===== config.mk =====
export PLATFORM = sky130hd
export DESIGN_NAME = pipelined_custom_adder
export DESIGN_NICKNAME = d
export VERILOG_FILES = /design/src/rtl/pipelined_custom_adder_pkg.sv /design/src/rtl/pipelined_custom_adder_chunk_stage.sv /design/src/rtl/pipelined_custom_adder.sv
export SDC_FILE = /design/constraint.sdc
export NUM_CORES = 1
export LEC_CHECK = 0
export ABC_AREA = 1
export BUFFER_PORTS_ARGS = -buffer_cell sky130_fd_sc_hd__buf_2
export CAP_MARGIN = 20
export CELL_PAD_IN_SITES_DETAIL_PLACEMENT = 1
export CELL_PAD_IN_SITES_GLOBAL_PLACEMENT = 2
export CORE_UTILIZATION = 34
export CTS_CLUSTER_SIZE = 40
export DETAILED_ROUTE_END_ITERATION = 8
export PLACE_DENSITY = 0.88
export REMOVE_ABC_BUFFERS = 1
export SYNTH_ARGS = -nofsm -noshare
export SYNTH_HDL_FRONTEND = slang
export SYNTH_SLANG_ARGS = --single-unit

===== constraint.sdc =====
create_clock -name clk -period 2.3 [get_ports clk]
set_input_delay 0.345 -clock clk [delete_from_list [all_inputs] [get_ports clk]]
set_output_delay 0.345 -clock clk [all_outputs]
set_load 0.02 [all_outputs]

===== src/rtl/pipelined_custom_adder_pkg.sv =====
// Shared sizing helpers for the pipelined custom adder: sum width, stage count
// and the bit bounds of each carry-chain slice.
package pca_pkg;

  function automatic int sum_width(input int a_width);
    return a_width + 1;
  endfunction

  function automatic int num_stages(input int w, input int chunk);
    return (w + chunk - 1) / chunk;
  endfunction

  function automatic int slice_lo(input int k, input int chunk);
    return k * chunk;
  endfunction

  // The top slice is clipped to the sum width, so it may be narrower than chunk.
  function automatic int slice_hi(input int k, input int chunk, input int w);
    return ((k + 1) * chunk < w) ? (k + 1) * chunk - 1 : w - 1;
  endfunction

endpackage


===== src/rtl/pipelined_custom_adder_chunk_stage.sv =====
// One registered slice of the carry chain: adds two CW-bit slices plus a carry-in
// and holds the slice sum, carry-out and valid bit until the next enabled edge.
module adder_chunk_stage
  import pca_pkg::*;
#(
  parameter int CW = 16
) (
  input  logic          clk,
  input  logic          rst,
  input  logic          en,
  input  logic          valid_i,
  input  logic          carry_i,
  input  logic [CW-1:0] a_i,
  input  logic [CW-1:0] b_i,
  output logic          valid_o,
  output logic          carry_o,
  output logic [CW-1:0] sum_o
);

  logic [CW:0]   total;
  logic [CW-1:0] sum_q, sum_d;
  logic          carry_q, carry_d;
  logic          valid_q, valid_d;

  always_comb begin
    total   = {1'b0, a_i} + {1'b0, b_i} + {{CW{1'b0}}, carry_i};
    sum_d   = total[CW-1:0];
    carry_d = total[CW];
    valid_d = valid_i;
  end

  always_ff @(posedge clk) begin
    if (rst) begin
      sum_q   <= '0;
      carry_q <= 1'b0;
      valid_q <= 1'b0;
    end else if (en) begin
      sum_q   <= sum_d;
      carry_q <= carry_d;
      valid_q <= valid_d;
    end
  end

  assign sum_o   = sum_q;
  assign carry_o = carry_q;
  assign valid_o = valid_q;

endmodule


===== src/rtl/pipelined_custom_adder.sv =====
// Exact (A_WIDTH+1)-bit adder of a wide and a narrow operand, carry chain split
// into CHUNK-bit slices with one slice per pipeline stage and a global stall.
module pipelined_custom_adder
  import pca_pkg::*;
#(
  parameter int A_WIDTH = 50,
  parameter int B_WIDTH = 39,
  parameter int CHUNK   = 16
) (
  input  logic               clk,
  input  logic               rst,
  input  logic               in_valid,
  output logic               in_ready,
  input  logic [A_WIDTH-1:0] a,
  input  logic [B_WIDTH-1:0] b,
  input  logic               is_signed,
  output logic               out_valid,
  input  logic               out_ready,
  output logic [A_WIDTH:0]   sum
);

  localparam int W      = sum_width(A_WIDTH);
  localparam int STAGES = num_stages(W, CHUNK);

  logic         advance;
  logic [W-1:0] a_ext, b_ext;
  logic [W-1:0] a_fwd_q [STAGES];
  logic [W-1:0] b_fwd_q [STAGES];
  logic [W-1:0] done    [STAGES];
  logic         carry       [STAGES];
  logic         stage_valid [STAGES];

  // Whole pipe moves in lockstep; bubbles are kept rather than collapsed.
  assign advance  = !out_valid || out_ready;
  assign in_ready = advance;

  assign a_ext = {is_signed & a[A_WIDTH-1], a};
  assign b_ext = {{(W - B_WIDTH){is_signed & b[B_WIDTH-1]}}, b};

  for (genvar gi = 0; gi < STAGES; gi++) begin : g_stage
    localparam int LO = slice_lo(gi, CHUNK);
    localparam int HI = slice_hi(gi, CHUNK, W);
    localparam int CW = HI - LO + 1;

    logic [W-1:0]  a_src, b_src, low_src, low_q;
    logic          carry_src, valid_src;
    logic [CW-1:0] slice_sum;

    if (gi == 0) begin : g_head
      assign a_src     = a_ext;
      assign b_src     = b_ext;
      assign low_src   = '0;
      assign carry_src = 1'b0;
      assign valid_src = in_valid;
    end else begin : g_body
      assign a_src     = a_fwd_q[gi-1];
      assign b_src     = b_fwd_q[gi-1];
      assign low_src   = done[gi-1];
      assign carry_src = carry[gi-1];
      assign valid_src = stage_valid[gi-1];
    end

    adder_chunk_stage #(.CW(CW)) u_slice (
      .clk     (clk),
      .rst     (rst),
      .en      (advance),
      .valid_i (valid_src),
      .carry_i (carry_src),
      .a_i     (a_src[HI:LO]),
      .b_i     (b_src[HI:LO]),
      .valid_o (stage_valid[gi]),
      .carry_o (carry[gi]),
      .sum_o   (slice_sum)
    );

    // Operands ride along for the upper slices; finished lower sum bits are delayed.
    always_ff @(posedge clk) begin
      if (rst) begin
        a_fwd_q[gi] <= '0;
        b_fwd_q[gi] <= '0;
        low_q       <= '0;
      end else if (advance) begin
        a_fwd_q[gi] <= a_src;
        b_fwd_q[gi] <= b_src;
        low_q       <= low_src;
      end
    end

    assign done[gi] = low_q | (W'(slice_sum) << LO);
  end

  assign out_valid = stage_valid[STAGES-1];
  assign sum       = done[STAGES-1];

endmodule

Word level (Yosys, flattened, before mapping)
Memory sizes are Yosys's and may differ from the RTL's.
Index checks and enable logic that the tools add are counted.
Storage, ports and cells
  memories: 2
  output and inout bits: 53
  register bits: 176
  memory bits (writable): 408
  bits of input ports: 94
Cells by class
  add/subtract/negate cells: 7
  bitwise gates (word level): 13
  muxes and demuxes: 13
  reductions and logical operators: 2
Memories
  a_fwd_q: words 4, bits a word 51, read ports 3, clocked after memory_dff 0, write ports 4, line pipelined_custom_adder.sv:27  | logic [W-1:0] a_fwd_q [STAGES];
  b_fwd_q: words 4, bits a word 51, read ports 3, clocked after memory_dff 0, write ports 4, line pipelined_custom_adder.sv:28  | logic [W-1:0] b_fwd_q [STAGES];
Operators by type and width (number)
  two-way mux 51 bit: 8
  adder 16 x 16 -> 17 bit: 3
  bitwise OR 51 x 48 -> 51 bit: 1
  bitwise OR 51 bit: 1
  adder 17 x 1 -> 17 bit: 2
  bitwise OR 16 x 32 -> 32 bit: 1
  bitwise OR 1 bit: 8
  two-way mux 1 bit: 5
  adder 3 x 1 -> 3 bit: 1
  adder 3 bit: 1
  AND 1 bit: 2
  logical NOT 1 bit: 1
  logical OR 1 bit: 1

Depth between registers and ports, before layout
Gate-level depths: netlist of the first run.
  depth in word-level cells: 6
  gate-level depth with buffers: 12
  mapped depth without buffers: 12

Hierarchy
Synthesis of the first run repeated with hierarchy kept, for this count alone.
Second synthesis, totals
  cell total of the unflattened synthesis: 1587
  area, all modules: 12381.9 µm²
By module, submodules not included
  pipelined_custom_adder: sequential area each 4624.4 µm², times used 1, area each 7100.6 µm², cells each 721
  adder_chunk_stage at g_stage[0].u_slice: sequential area each 360.3 µm², times used 1, area each 1672.9 µm², cells each 276
  adder_chunk_stage at g_stage[2].u_slice: sequential area each 360.3 µm², times used 1, area each 1657.8 µm², cells each 276
  adder_chunk_stage at g_stage[1].u_slice: sequential area each 360.3 µm², times used 1, area each 1652.8 µm², cells each 276
  adder_chunk_stage at g_stage[3].u_slice: sequential area each 100.1 µm², times used 1, area each 297.8 µm², cells each 38

Worst setup path after synthesis of the first run
No wires, ideal clock.
  path type: register to register
  from: register g_stage[3].u_slice.valid_q
  to: memory a_fwd_q[0][100] (netlist name) (enable)
  data arrival time: 1.641 ns
  path buffers: 2
  clock period less this slack: 2.027 ns
  path slack: 0.273 ns
  required time: 1.913 ns
  stages on the path, launching flop included: 8
  cell sequence: dfxtp_1 > inv_1 > nor2_4 > inv_2 > nor2_4 > inv_2 > buf_2 > buf_4
RTL lines
  from (decl): line pipelined_custom_adder_chunk_stage.sv:23  | logic valid_q, valid_d;
  from (signal assigned): line pipelined_custom_adder_chunk_stage.sv:40  | valid_q <= valid_d;
  to (decl): line pipelined_custom_adder.sv:27

==> impl_results.html, run 1 <==
<table>
<tr><th>Metric</th><th>Value</th></tr>
<tr><th colspan="2">Hold path</th></tr>
<tr><td>Hold path cells</td><td>2</td></tr>
<tr><td>Path class of the lowest-slack min-delay path</td><td>input port to register</td></tr>
<tr><th colspan="2">CTS</th></tr>
<tr><td>TritonCTS clock tree</td><td>yes</td></tr>
<tr><td>Number of cells upsized or downsized after cts</td><td>0</td></tr>
<tr><td>CTS clock-pin slew for the worst setup and hold paths</td><td>around 60 ps</td></tr>
<tr><td>Number of buffers inserted by post-CTS setup repair</td><td>0</td></tr>
<tr><td>Later-pin clock latency in the skew report</td><td>about 530 ps</td></tr>
<tr><td>Clk Tree Root Cell</td><td>sky130_fd_sc_hd__clkbuf_16</td></tr>
<tr><td>Clk sink count</td><td>about 240</td></tr>
<tr><td>Count of hold buffers inserted by post-cts repair</td><td>1</td></tr>
<tr><td>CTS Buffer Depth</td><td>3</td></tr>
<tr><td>H-tree Lvls</td><td>1</td></tr>
<tr><td>Number of clock buffers inserted by TritonCTS</td><td>27</td></tr>
<tr><th colspan="2">Synth</th></tr>
<tr><td>Synth Register Bits</td><td>244</td></tr>
<tr><td>Top_reg_cell synth</td><td>sky130_fd_sc_hd__dfxtp_1</td></tr>
<tr><td>Post-synthesis instance total</td><td>1391</td></tr>
<tr><td>Syn. warnings</td><td>0</td></tr>
<tr><td>Share of the yosys chip area belonging to registers</td><td>51.90%</td></tr>
<tr><td>Number of distinct library cell variants in the gate-level netlist after synthesis</td><td>31</td></tr>
<tr><td>Synthesized area per cell</td><td>roughly 8.0 um2</td></tr>
<tr><td>Async S/R FF share, synth</td><td>0%</td></tr>
<tr><td>EDFF count, synth</td><td>90</td></tr>
<tr><td>Post-Syn Area</td><td>~11000 um2</td></tr>
<tr><th colspan="2">Setup path</th></tr>
<tr><td>CP Data Arrival Time</td><td>~2500 ps</td></tr>
<tr><td>Startpoint Class</td><td>register</td></tr>
<tr><td>Worst reg2reg path startpoint</td><td>a_fwd_q[0][16]$_SDFFCE_PN0P_</td></tr>
<tr><td>R2r setup slk</td><td>180 ps</td></tr>
<tr><td>End of the worst register-to-register path</td><td>g_stage[1].u_slice.carry_o$_SDFFE_PP0P_</td></tr>
<tr><td>Worst Path Max Fanout</td><td>4</td></tr>
<tr><td>Data required time at the worst endpoint</td><td>2720 ps</td></tr>
<tr><td>End point of the critical path</td><td>g_stage[1].u_slice.carry_o$_SDFFE_PP0P_</td></tr>
<tr><td>Worst R2R Path Depth</td><td>11</td></tr>
<tr><td>Category of the worst setup path capture point</td><td>register</td></tr>
<tr><td>Critical path launch point</td><td>a_fwd_q[0][16]$_SDFFCE_PN0P_</td></tr>
<tr><td>Path type of the worst setup path</td><td>register to register</td></tr>
<tr><th colspan="2">Run status</th></tr>
<tr><td>Status</td><td>completed</td></tr>
<tr><th colspan="2">Finish</th></tr>
<tr><td>Top library cells by usage in the layout, fill and taps aside</td><td>363 x sky130_fd_sc_hd__nand2_1, 286 x sky130_fd_sc_hd__inv_1, 154 x sky130_fd_sc_hd__dfxtp_1</td></tr>
<tr><td>Proportion of layout cells with a drive suffix above 1</td><td>13.17%</td></tr>
<tr><td>Number of nets in the layout</td><td>1682</td></tr>
<tr><td># diodes</td><td>0</td></tr>
<tr><td>Number of standard cells in the layout, taps in and fillers out</td><td>approximately 2000</td></tr>
<tr><td>Core utilization of the finished layout</td><td>about two fifths</td></tr>
<tr><td>Syn-to-layout area delta</td><td>19.16%</td></tr>
<tr><td>Post-Layout Inst Area</td><td>13280 um2</td></tr>
<tr><td>Leading cell type in the layout, fill and taps excluded</td><td>sky130_fd_sc_hd__nand2_1</td></tr>
<tr><th colspan="2">Global route</th></tr>
<tr><td>Largest net degree at the start of global routing</td><td>94</td></tr>
<tr><td>GR Overflow Total</td><td>0</td></tr>
<tr><td>Global-route wire length before repair</td><td>~44000 um</td></tr>
<tr><td>Overall track demand over capacity in global routing</td><td>between 10% and 20%</td></tr>
<tr><td>Antenna violations before repair</td><td>0</td></tr>
<tr><td>Number of global-route vias before repair</td><td>between 9000 and 10000</td></tr>
<tr><th colspan="2">Place</th></tr>
<tr><td>Routability cong.</td><td>just under 0.8</td></tr>
<tr><td>HPWL Detailed</td><td>approximately 18000 um</td></tr>
<tr><td>PortBufs</td><td>~150</td></tr>
<tr><td>Area after detailed placement</td><td>roughly 12000 um2</td></tr>
<tr><td>Cell total after placement</td><td>approximately 1900</td></tr>
<tr><th colspan="2">Timing</th></tr>
<tr><td>Fin crit share</td><td>roughly nine tenths</td></tr>
<tr><td>Highest clock frequency the design can meet</td><td>around 0.47 GHz</td></tr>
<tr><td>Total setup violations reported at the end of the flow</td><td>0</td></tr>
<tr><td>Aggregate negative setup slack</td><td>0 ps</td></tr>
<tr><td>Transition time at the pin with the least slew margin</td><td>around 480 ps</td></tr>
<tr><td>Final-report hold violation count</td><td>0</td></tr>
<tr><td>Unrepaired setup endpoints after global routing</td><td>false</td></tr>
<tr><td>Final slew viol count</td><td>0</td></tr>
<tr><td>Max_slew headroom</td><td>68.14%</td></tr>
<tr><td>Post-layout min period</td><td>around 2100 ps</td></tr>
<tr><td>Worst-case clock skew</td><td>approximately 14 ps</td></tr>
<tr><th colspan="2">Routing</th></tr>
<tr><td>Vias/cell</td><td>approximately 4.5</td></tr>
<tr><td>Pre-antenna DRT Iters</td><td>4</td></tr>
<tr><td>Sum of routed wire length over all layers</td><td>approximately 26000 um</td></tr>
<tr><td>Antenna Nets Post-Route</td><td>0</td></tr>
<tr><td>Via count of the routed design</td><td>9001</td></tr>
<tr><td>Number of remaining DRC errors</td><td>0</td></tr>
<tr><td>First DRT Iteration DRCs</td><td>212</td></tr>
<tr><td>Wire length per cell after detailed routing</td><td>around 13 um</td></tr>
<tr><th colspan="2">Die</th></tr>
<tr><td>Number of ports placed on the die boundary</td><td>approximately 150</td></tr>
<tr><td>Number of rows in the core area</td><td>65</td></tr>
<tr><td>Initial standard-cell utilization of the core</td><td>roughly a third</td></tr>
<tr><td>Die area</td><td>roughly 34000 um2</td></tr>
<tr><td>Height of the chip</td><td>183.1 um</td></tr>
<tr><td>Horizontal extent of the die</td><td>183.1 um</td></tr>
<tr><td>Std-Cell Core Area</td><td>31880 um2</td></tr>
<tr><th colspan="2">Power</th></tr>
<tr><td>Final Power</td><td>roughly 10 mW</td></tr>
<tr><td>Pwr Density</td><td>approximately 770 nW/um2</td></tr>
<tr><td>IR Drop Worst-Case VDD</td><td>0.0004997 V</td></tr>
<tr><td>Cell leakage power</td><td>about 6.6 nW</td></tr>
<tr><th colspan="2">Flow run</th></tr>
<tr><td>Max-cap violations</td><td>0</td></tr>
</table>
## power breakdown
group | switching [mW] | total (mW) | internal (mW)
combinational | 0.669 | 1.07 | 0.398
sequential | 0.100 | 4.85 | 4.75
clock | 1.71 | 4.36 | 2.65
total | 2.48 | 10.3 | 7.79
## layout make-up
class	count	area, um2
Clock buffer	42	813.3
Clock inverter	8	93.84
Fill cell	3965	18600
Inverter	289	1095
Multi-Input combinational cell	817	4080
Sequential cell	244	5786
Tap cell	435	544.3
Timing Repair Buffer	156	870.8
## synth_stat cells, types with 6 or more instances
cell                       count  share of area (%)
sky130_fd_sc_hd__fa_1          7                1.3
sky130_fd_sc_hd__nand3b_1      6               0.40
sky130_fd_sc_hd__inv_1       286                9.6
sky130_fd_sc_hd__clkbuf_1     14               0.47
sky130_fd_sc_hd__a21oi_1      39                1.8
sky130_fd_sc_hd__nor2_1      126                4.2
sky130_fd_sc_hd__nand3_1      55                2.5
sky130_fd_sc_hd__o21ai_0      94                4.2
sky130_fd_sc_hd__o22ai_1      40                2.2
sky130_fd_sc_hd__edfxtp_1     90                 24
sky130_fd_sc_hd__a22o_1        9               0.71
sky130_fd_sc_hd__buf_2        22               0.99
sky130_fd_sc_hd__ha_1         46                5.2
sky130_fd_sc_hd__nor3_1       11               0.49
sky130_fd_sc_hd__dfxtp_1     154                 28
sky130_fd_sc_hd__nand2_1     363                 12
## metal layers
metal / up-vias / track usage, % / routed length [um]
met1: 4244 / 19.77 / 11920
li1: 4630 / - / -
met5: - / 0 / 0
met4: 0 / 3.333 / 463
met2: 96 / 29.29 / 12890
met3: 31 / 2.204 / 667
## cells by family (layout without fill, tap and decap cells)
group	Yosys count	after routing	share of synthesized area (%)
xor+xnor	3	3	0.2358
buf+inv	330	495	11.49
flops	244	244	51.90
fa+ha+maj	53	53	6.420
compound gates	188	188	9.305
simple gates	573	573	20.64
## flip-flops by register name, indices dropped and copies added, names as in the netlist
name	cells
g_stage.low_q	96
a_fwd_q	57
g_stage.u_slice.sum_o	51
b_fwd_q	33
g_stage.u_slice.valid_o	4
g_stage.u_slice.carry_o	3
## how the worst min path moves through the flow
stage / slack, ps / endpoint / startpoint
detailed placement: 440 / g_stage[3].low_q[15]$_SDFFE_PP0P_ / g_stage[3].low_q[15]$_SDFFE_PP0P_
global placement: 430 / g_stage[3].low_q[33]$_SDFFE_PP0P_ / g_stage[3].low_q[33]$_SDFFE_PP0P_
floorplan: 410 / g_stage[3].u_slice.valid_o$_SDFFE_PP0P_ / rst
global route: 50 / g_stage[3].u_slice.valid_o$_SDFFE_PP0P_ / rst
finish: 60 / g_stage[3].u_slice.valid_o$_SDFFE_PP0P_ / rst
CTS: 30 / g_stage[3].u_slice.valid_o$_SDFFE_PP0P_ / rst
## metrics by stage
step	hold slack (ps)	worst slack (ps)
after global routing	49.41	17.56
after floorplan	414.1	-1024
after detailed placement	441.4	167.9
after global placement	433.8	219.1
after CTS	34.33	146.6
final	60.88	184.6
## worst max-delay path, stage by stage, from the launching register on
cell and delay [ps]:
sky130_fd_sc_hd__edfxtp_1 390, sky130_fd_sc_hd__fa_1 500, sky130_fd_sc_hd__fa_1 430, sky130_fd_sc_hd__nand2_1 90, sky130_fd_sc_hd__nand2_1 60, sky130_fd_sc_hd__and2_1 170
sky130_fd_sc_hd__nand2_1 60, sky130_fd_sc_hd__nand2_1 70, sky130_fd_sc_hd__nand3_1 70, sky130_fd_sc_hd__nand2_1 50, sky130_fd_sc_hd__nand2_1 60, sky130_fd_sc_hd__nand2_1 50
(Power assumes the default switching activity.)
==> run 2: changes to the inputs <==
CORE_UTILIZATION = 27   (was 34)
PLACE_DENSITY = 0.74   (was 0.88)
clock period = 2.6 ns   (was 2.3 ns; I/O delays follow)
==> run 2 against run 1 <==
Effect of this change:
- sequential power is 12% lower
- die area grew 26%
- final cell count up 5.2%
- combinational power decreased by 11%
- count of clock-buffer cells in the layout grew 2
- via count is 0.44% lower
- clock skew shrank 5.4 ps
- core utilization down 8.6 points
- flip-flop and latch count is the same
==> impl_results.html, run 2 (synthesis gave the netlist of run 1 again) <==
<table>
<tr><th>Metric</th><th>Value</th></tr>
<tr><th colspan="2">Setup path</th></tr>
<tr><td>End of the worst register-to-register path</td><td>g_stage[1].u_slice.carry_o$_SDFFE_PP0P_</td></tr>
<tr><td>Data required time at the worst endpoint</td><td>about 3000 ps</td></tr>
<tr><td>R2r setup slk</td><td>440 ps</td></tr>
<tr><td>End point of the critical path</td><td>g_stage[1].u_slice.carry_o$_SDFFE_PP0P_</td></tr>
<tr><td>Category of the worst setup path capture point</td><td>register</td></tr>
<tr><td>CP Data Arrival Time</td><td>roughly 2600 ps</td></tr>
<tr><td>Critical path launch point</td><td>a_fwd_q[0][16]$_SDFFCE_PN0P_</td></tr>
<tr><td>Worst Path Max Fanout</td><td>4</td></tr>
<tr><td>Path type of the worst setup path</td><td>register to register</td></tr>
<tr><td>Startpoint Class</td><td>register</td></tr>
<tr><td>Worst R2R Path Depth</td><td>11</td></tr>
<tr><td>Worst reg2reg path startpoint</td><td>a_fwd_q[0][16]$_SDFFCE_PN0P_</td></tr>
<tr><th colspan="2">Timing</th></tr>
<tr><td>Highest clock frequency the design can meet</td><td>~0.46 GHz</td></tr>
<tr><td>Transition time at the pin with the least slew margin</td><td>443.6 ps</td></tr>
<tr><td>Post-layout worst setup margin</td><td>~440 ps</td></tr>
<tr><td>Final-report hold violation count</td><td>0</td></tr>
<tr><td>Post-layout min period</td><td>2162 ps</td></tr>
<tr><td>Unrepaired setup endpoints after global routing</td><td>false</td></tr>
<tr><td>Fin crit share</td><td>between 80% and 90%</td></tr>
<tr><td>Total setup violations reported at the end of the flow</td><td>0</td></tr>
<tr><td>Max_slew headroom</td><td>between 70% and 80%</td></tr>
<tr><td>Worst-case clock skew</td><td>8.819 ps</td></tr>
<tr><td>Final slew viol count</td><td>0</td></tr>
<tr><th colspan="2">Place</th></tr>
<tr><td>HPWL Detailed</td><td>just under 20000 um</td></tr>
<tr><td>Cell total after placement</td><td>2041</td></tr>
<tr><td>PortBufs</td><td>146</td></tr>
<tr><td>Area after detailed placement</td><td>between 10000 and 15000 um2</td></tr>
<tr><td>Post-place setup slack</td><td>between 400 and 500 ps</td></tr>
<tr><td>Routability cong.</td><td>0.7698</td></tr>
<tr><th colspan="2">Flow run</th></tr>
<tr><td>Max-cap violations</td><td>0</td></tr>
<tr><th colspan="2">CTS</th></tr>
<tr><td>Clk Tree Root Cell</td><td>sky130_fd_sc_hd__clkbuf_16</td></tr>
<tr><td>TritonCTS clock tree</td><td>yes</td></tr>
<tr><td>H-tree Lvls</td><td>1</td></tr>
<tr><td>Number of clock buffers inserted by TritonCTS</td><td>28</td></tr>
<tr><td>CTS clock-pin slew for the worst setup and hold paths</td><td>60 ps</td></tr>
<tr><td>Later-pin clock latency in the skew report</td><td>550 ps</td></tr>
<tr><td>Count of hold buffers inserted by post-cts repair</td><td>0</td></tr>
<tr><td>Number of buffers inserted by post-CTS setup repair</td><td>0</td></tr>
<tr><td>Clk sink count</td><td>approximately 240</td></tr>
<tr><td>CTS Buffer Depth</td><td>3</td></tr>
<tr><td>Number of cells upsized or downsized after cts</td><td>0</td></tr>
<tr><th colspan="2">Die</th></tr>
<tr><td>Initial standard-cell utilization of the core</td><td>between 20 and 30%</td></tr>
<tr><td>Number of rows in the core area</td><td>74</td></tr>
<tr><td>Height of the chip</td><td>approximately 210 um</td></tr>
<tr><td>Horizontal extent of the die</td><td>about 210 um</td></tr>
<tr><td>Std-Cell Core Area</td><td>approximately 40000 um2</td></tr>
<tr><td>Number of ports placed on the die boundary</td><td>147</td></tr>
<tr><td>Die area</td><td>approximately 42000 um2</td></tr>
<tr><th colspan="2">Global route</th></tr>
<tr><td>Antenna violations before repair</td><td>0</td></tr>
<tr><td>GR Overflow Total</td><td>0</td></tr>
<tr><td>Global-route wire length before repair</td><td>roughly 46000 um</td></tr>
<tr><td>Number of global-route vias before repair</td><td>9205</td></tr>
<tr><td>Largest net degree at the start of global routing</td><td>79</td></tr>
<tr><td>Overall track demand over capacity in global routing</td><td>between 10% and 20%</td></tr>
<tr><th colspan="2">Finish</th></tr>
<tr><td>Proportion of layout cells with a drive suffix above 1</td><td>between 10% and 20%</td></tr>
<tr><td>Core utilization of the finished layout</td><td>around a third</td></tr>
<tr><td>Number of nets in the layout</td><td>roughly 1700</td></tr>
<tr><td>Leading cell type in the layout, fill and taps excluded</td><td>sky130_fd_sc_hd__nand2_1</td></tr>
<tr><td>Fill cells</td><td>4974</td></tr>
<tr><td>Syn-to-layout area delta</td><td>20.69%</td></tr>
<tr><td>Top library cells by usage in the layout, fill and taps aside</td><td>363 x sky130_fd_sc_hd__nand2_1, 286 x sky130_fd_sc_hd__inv_1, 154 x sky130_fd_sc_hd__dfxtp_1</td></tr>
<tr><td>Post-Layout Inst Area</td><td>13450 um2</td></tr>
<tr><td>Register with the most flip-flops</td><td>g_stage.low_q</td></tr>
<tr><td>Max reg flops</td><td>96</td></tr>
<tr><td>Number of standard cells in the layout, taps in and fillers out</td><td>between 2000 and 2500</td></tr>
<tr><th colspan="2">Routing</th></tr>
<tr><td>Vias/cell</td><td>~4.3</td></tr>
<tr><td>Wire length per cell after detailed routing</td><td>approximately 13 um</td></tr>
<tr><td>Sum of routed wire length over all layers</td><td>27480 um</td></tr>
<tr><td>Number of remaining DRC errors</td><td>0</td></tr>
<tr><td>Antenna Nets Post-Route</td><td>0</td></tr>
<tr><td>First DRT Iteration DRCs</td><td>between 200 and 300</td></tr>
<tr><td>Via count of the routed design</td><td>between 8000 and 9000</td></tr>
<tr><td>Pre-antenna DRT Iters</td><td>4</td></tr>
<tr><th colspan="2">Hold path</th></tr>
<tr><td>Path class of the lowest-slack min-delay path</td><td>input port to register</td></tr>
<tr><th colspan="2">Power</th></tr>
<tr><td>Pwr Density</td><td>between 600 and 700 nW/um2</td></tr>
<tr><td>IR Drop Worst-Case VDD</td><td>0.0004730 V</td></tr>
<tr><td>Cell leakage power</td><td>between 6 and 7 nW</td></tr>
<tr><th colspan="2">Run status</th></tr>
<tr><td>Status</td><td>completed</td></tr>
</table>
## run 2: changes by cell type in the layout (fill, tap and decap cells not counted), moves of 2 or more
cell	delta
sky130_fd_sc_hd__clkbuf_8	-4
sky130_fd_sc_hd__clkinv_2	-4
sky130_fd_sc_hd__clkinv_1	+2
sky130_fd_sc_hd__buf_4	+3
sky130_fd_sc_hd__clkbuf_1	+5
## run 2: final cells by class
type | count | area (um2) | area share, %
clock buffer | 44 | 802.0 | 5.962
timing repair buffer | 159 | 903.4 | 6.715
sequential | 244 | 5786 | 43.01
tap | 532 | 665.6 | 4.948
multi-input combinational | 817 | 4080 | 30.33
inverter | 289 | 1095 | 8.138
antenna | 1 | 2.502 | 0.01860
clock inverter | 8 | 118.9 | 0.8836
## run 2: routing by layer
metal	vias to the layer above	wire (um)	GRT usage (%)
met5	-	0	0
met4	0	758	3.836
met3	43	829	2.233
met2	105	13190	23.42
met1	4173	12710	16.77
li1	4640	-	-
## run 2: worst min path at each step
stage	startpoint	end	slack (ps)	cells after the start
6_report	in_valid	g_stage[0].u_slice.valid_o$_SDFFE_PP0P_	50	3
5_1_grt	in_valid	g_stage[0].u_slice.valid_o$_SDFFE_PP0P_	30	3
4_1_cts	in_valid	g_stage[0].u_slice.valid_o$_SDFFE_PP0P_	10	3
3_5_place_dp	g_stage[0].u_slice.sum_o[9]$_SDFFE_PP0P_	g_stage[0].u_slice.sum_o[9]$_SDFFE_PP0P_	440	2
3_3_place_gp	g_stage[3].low_q[38]$_SDFFE_PP0P_	g_stage[3].low_q[38]$_SDFFE_PP0P_	440	2
2_1_floorplan	g_stage[2].u_slice.carry_o$_SDFFE_PP0P_	g_stage[2].u_slice.carry_o$_SDFFE_PP0P_	430	2
## run 2: worst max-delay path: stages, from the launching register on
cell,delay (ps)
sky130_fd_sc_hd__edfxtp_1,400
sky130_fd_sc_hd__fa_1,500
sky130_fd_sc_hd__fa_1,440
sky130_fd_sc_hd__nand2_1,90
sky130_fd_sc_hd__nand2_1,70
sky130_fd_sc_hd__and2_1,180
sky130_fd_sc_hd__nand2_1,70
sky130_fd_sc_hd__nand2_1,70
sky130_fd_sc_hd__nand3_1,80
sky130_fd_sc_hd__nand2_1,50
sky130_fd_sc_hd__nand2_1,60
sky130_fd_sc_hd__nand2_1,50
## run 2: power by group
group	total (mW)	leakage (nW)	internal, mW	switching (mW)
combinational	0.952	3.84	0.354	0.599
sequential	4.29	2.32	4.20	0.0896
clock	3.97	0.441	2.40	1.56
total	9.21	6.60	6.96	2.25
## run 2: per-stage QoR
step | hold WS [ps] | power (mW) | TNS, ps
global placement | 436.3 | 5.326 | 0
finish | 45.06 | 9.209 | 0
floorplan | 425.8 | 4.980 | -113300
detailed placement | 442.5 | 5.346 | 0
global route | 30.50 | 9.691 | 0
CTS | 12.00 | 9.405 | 0
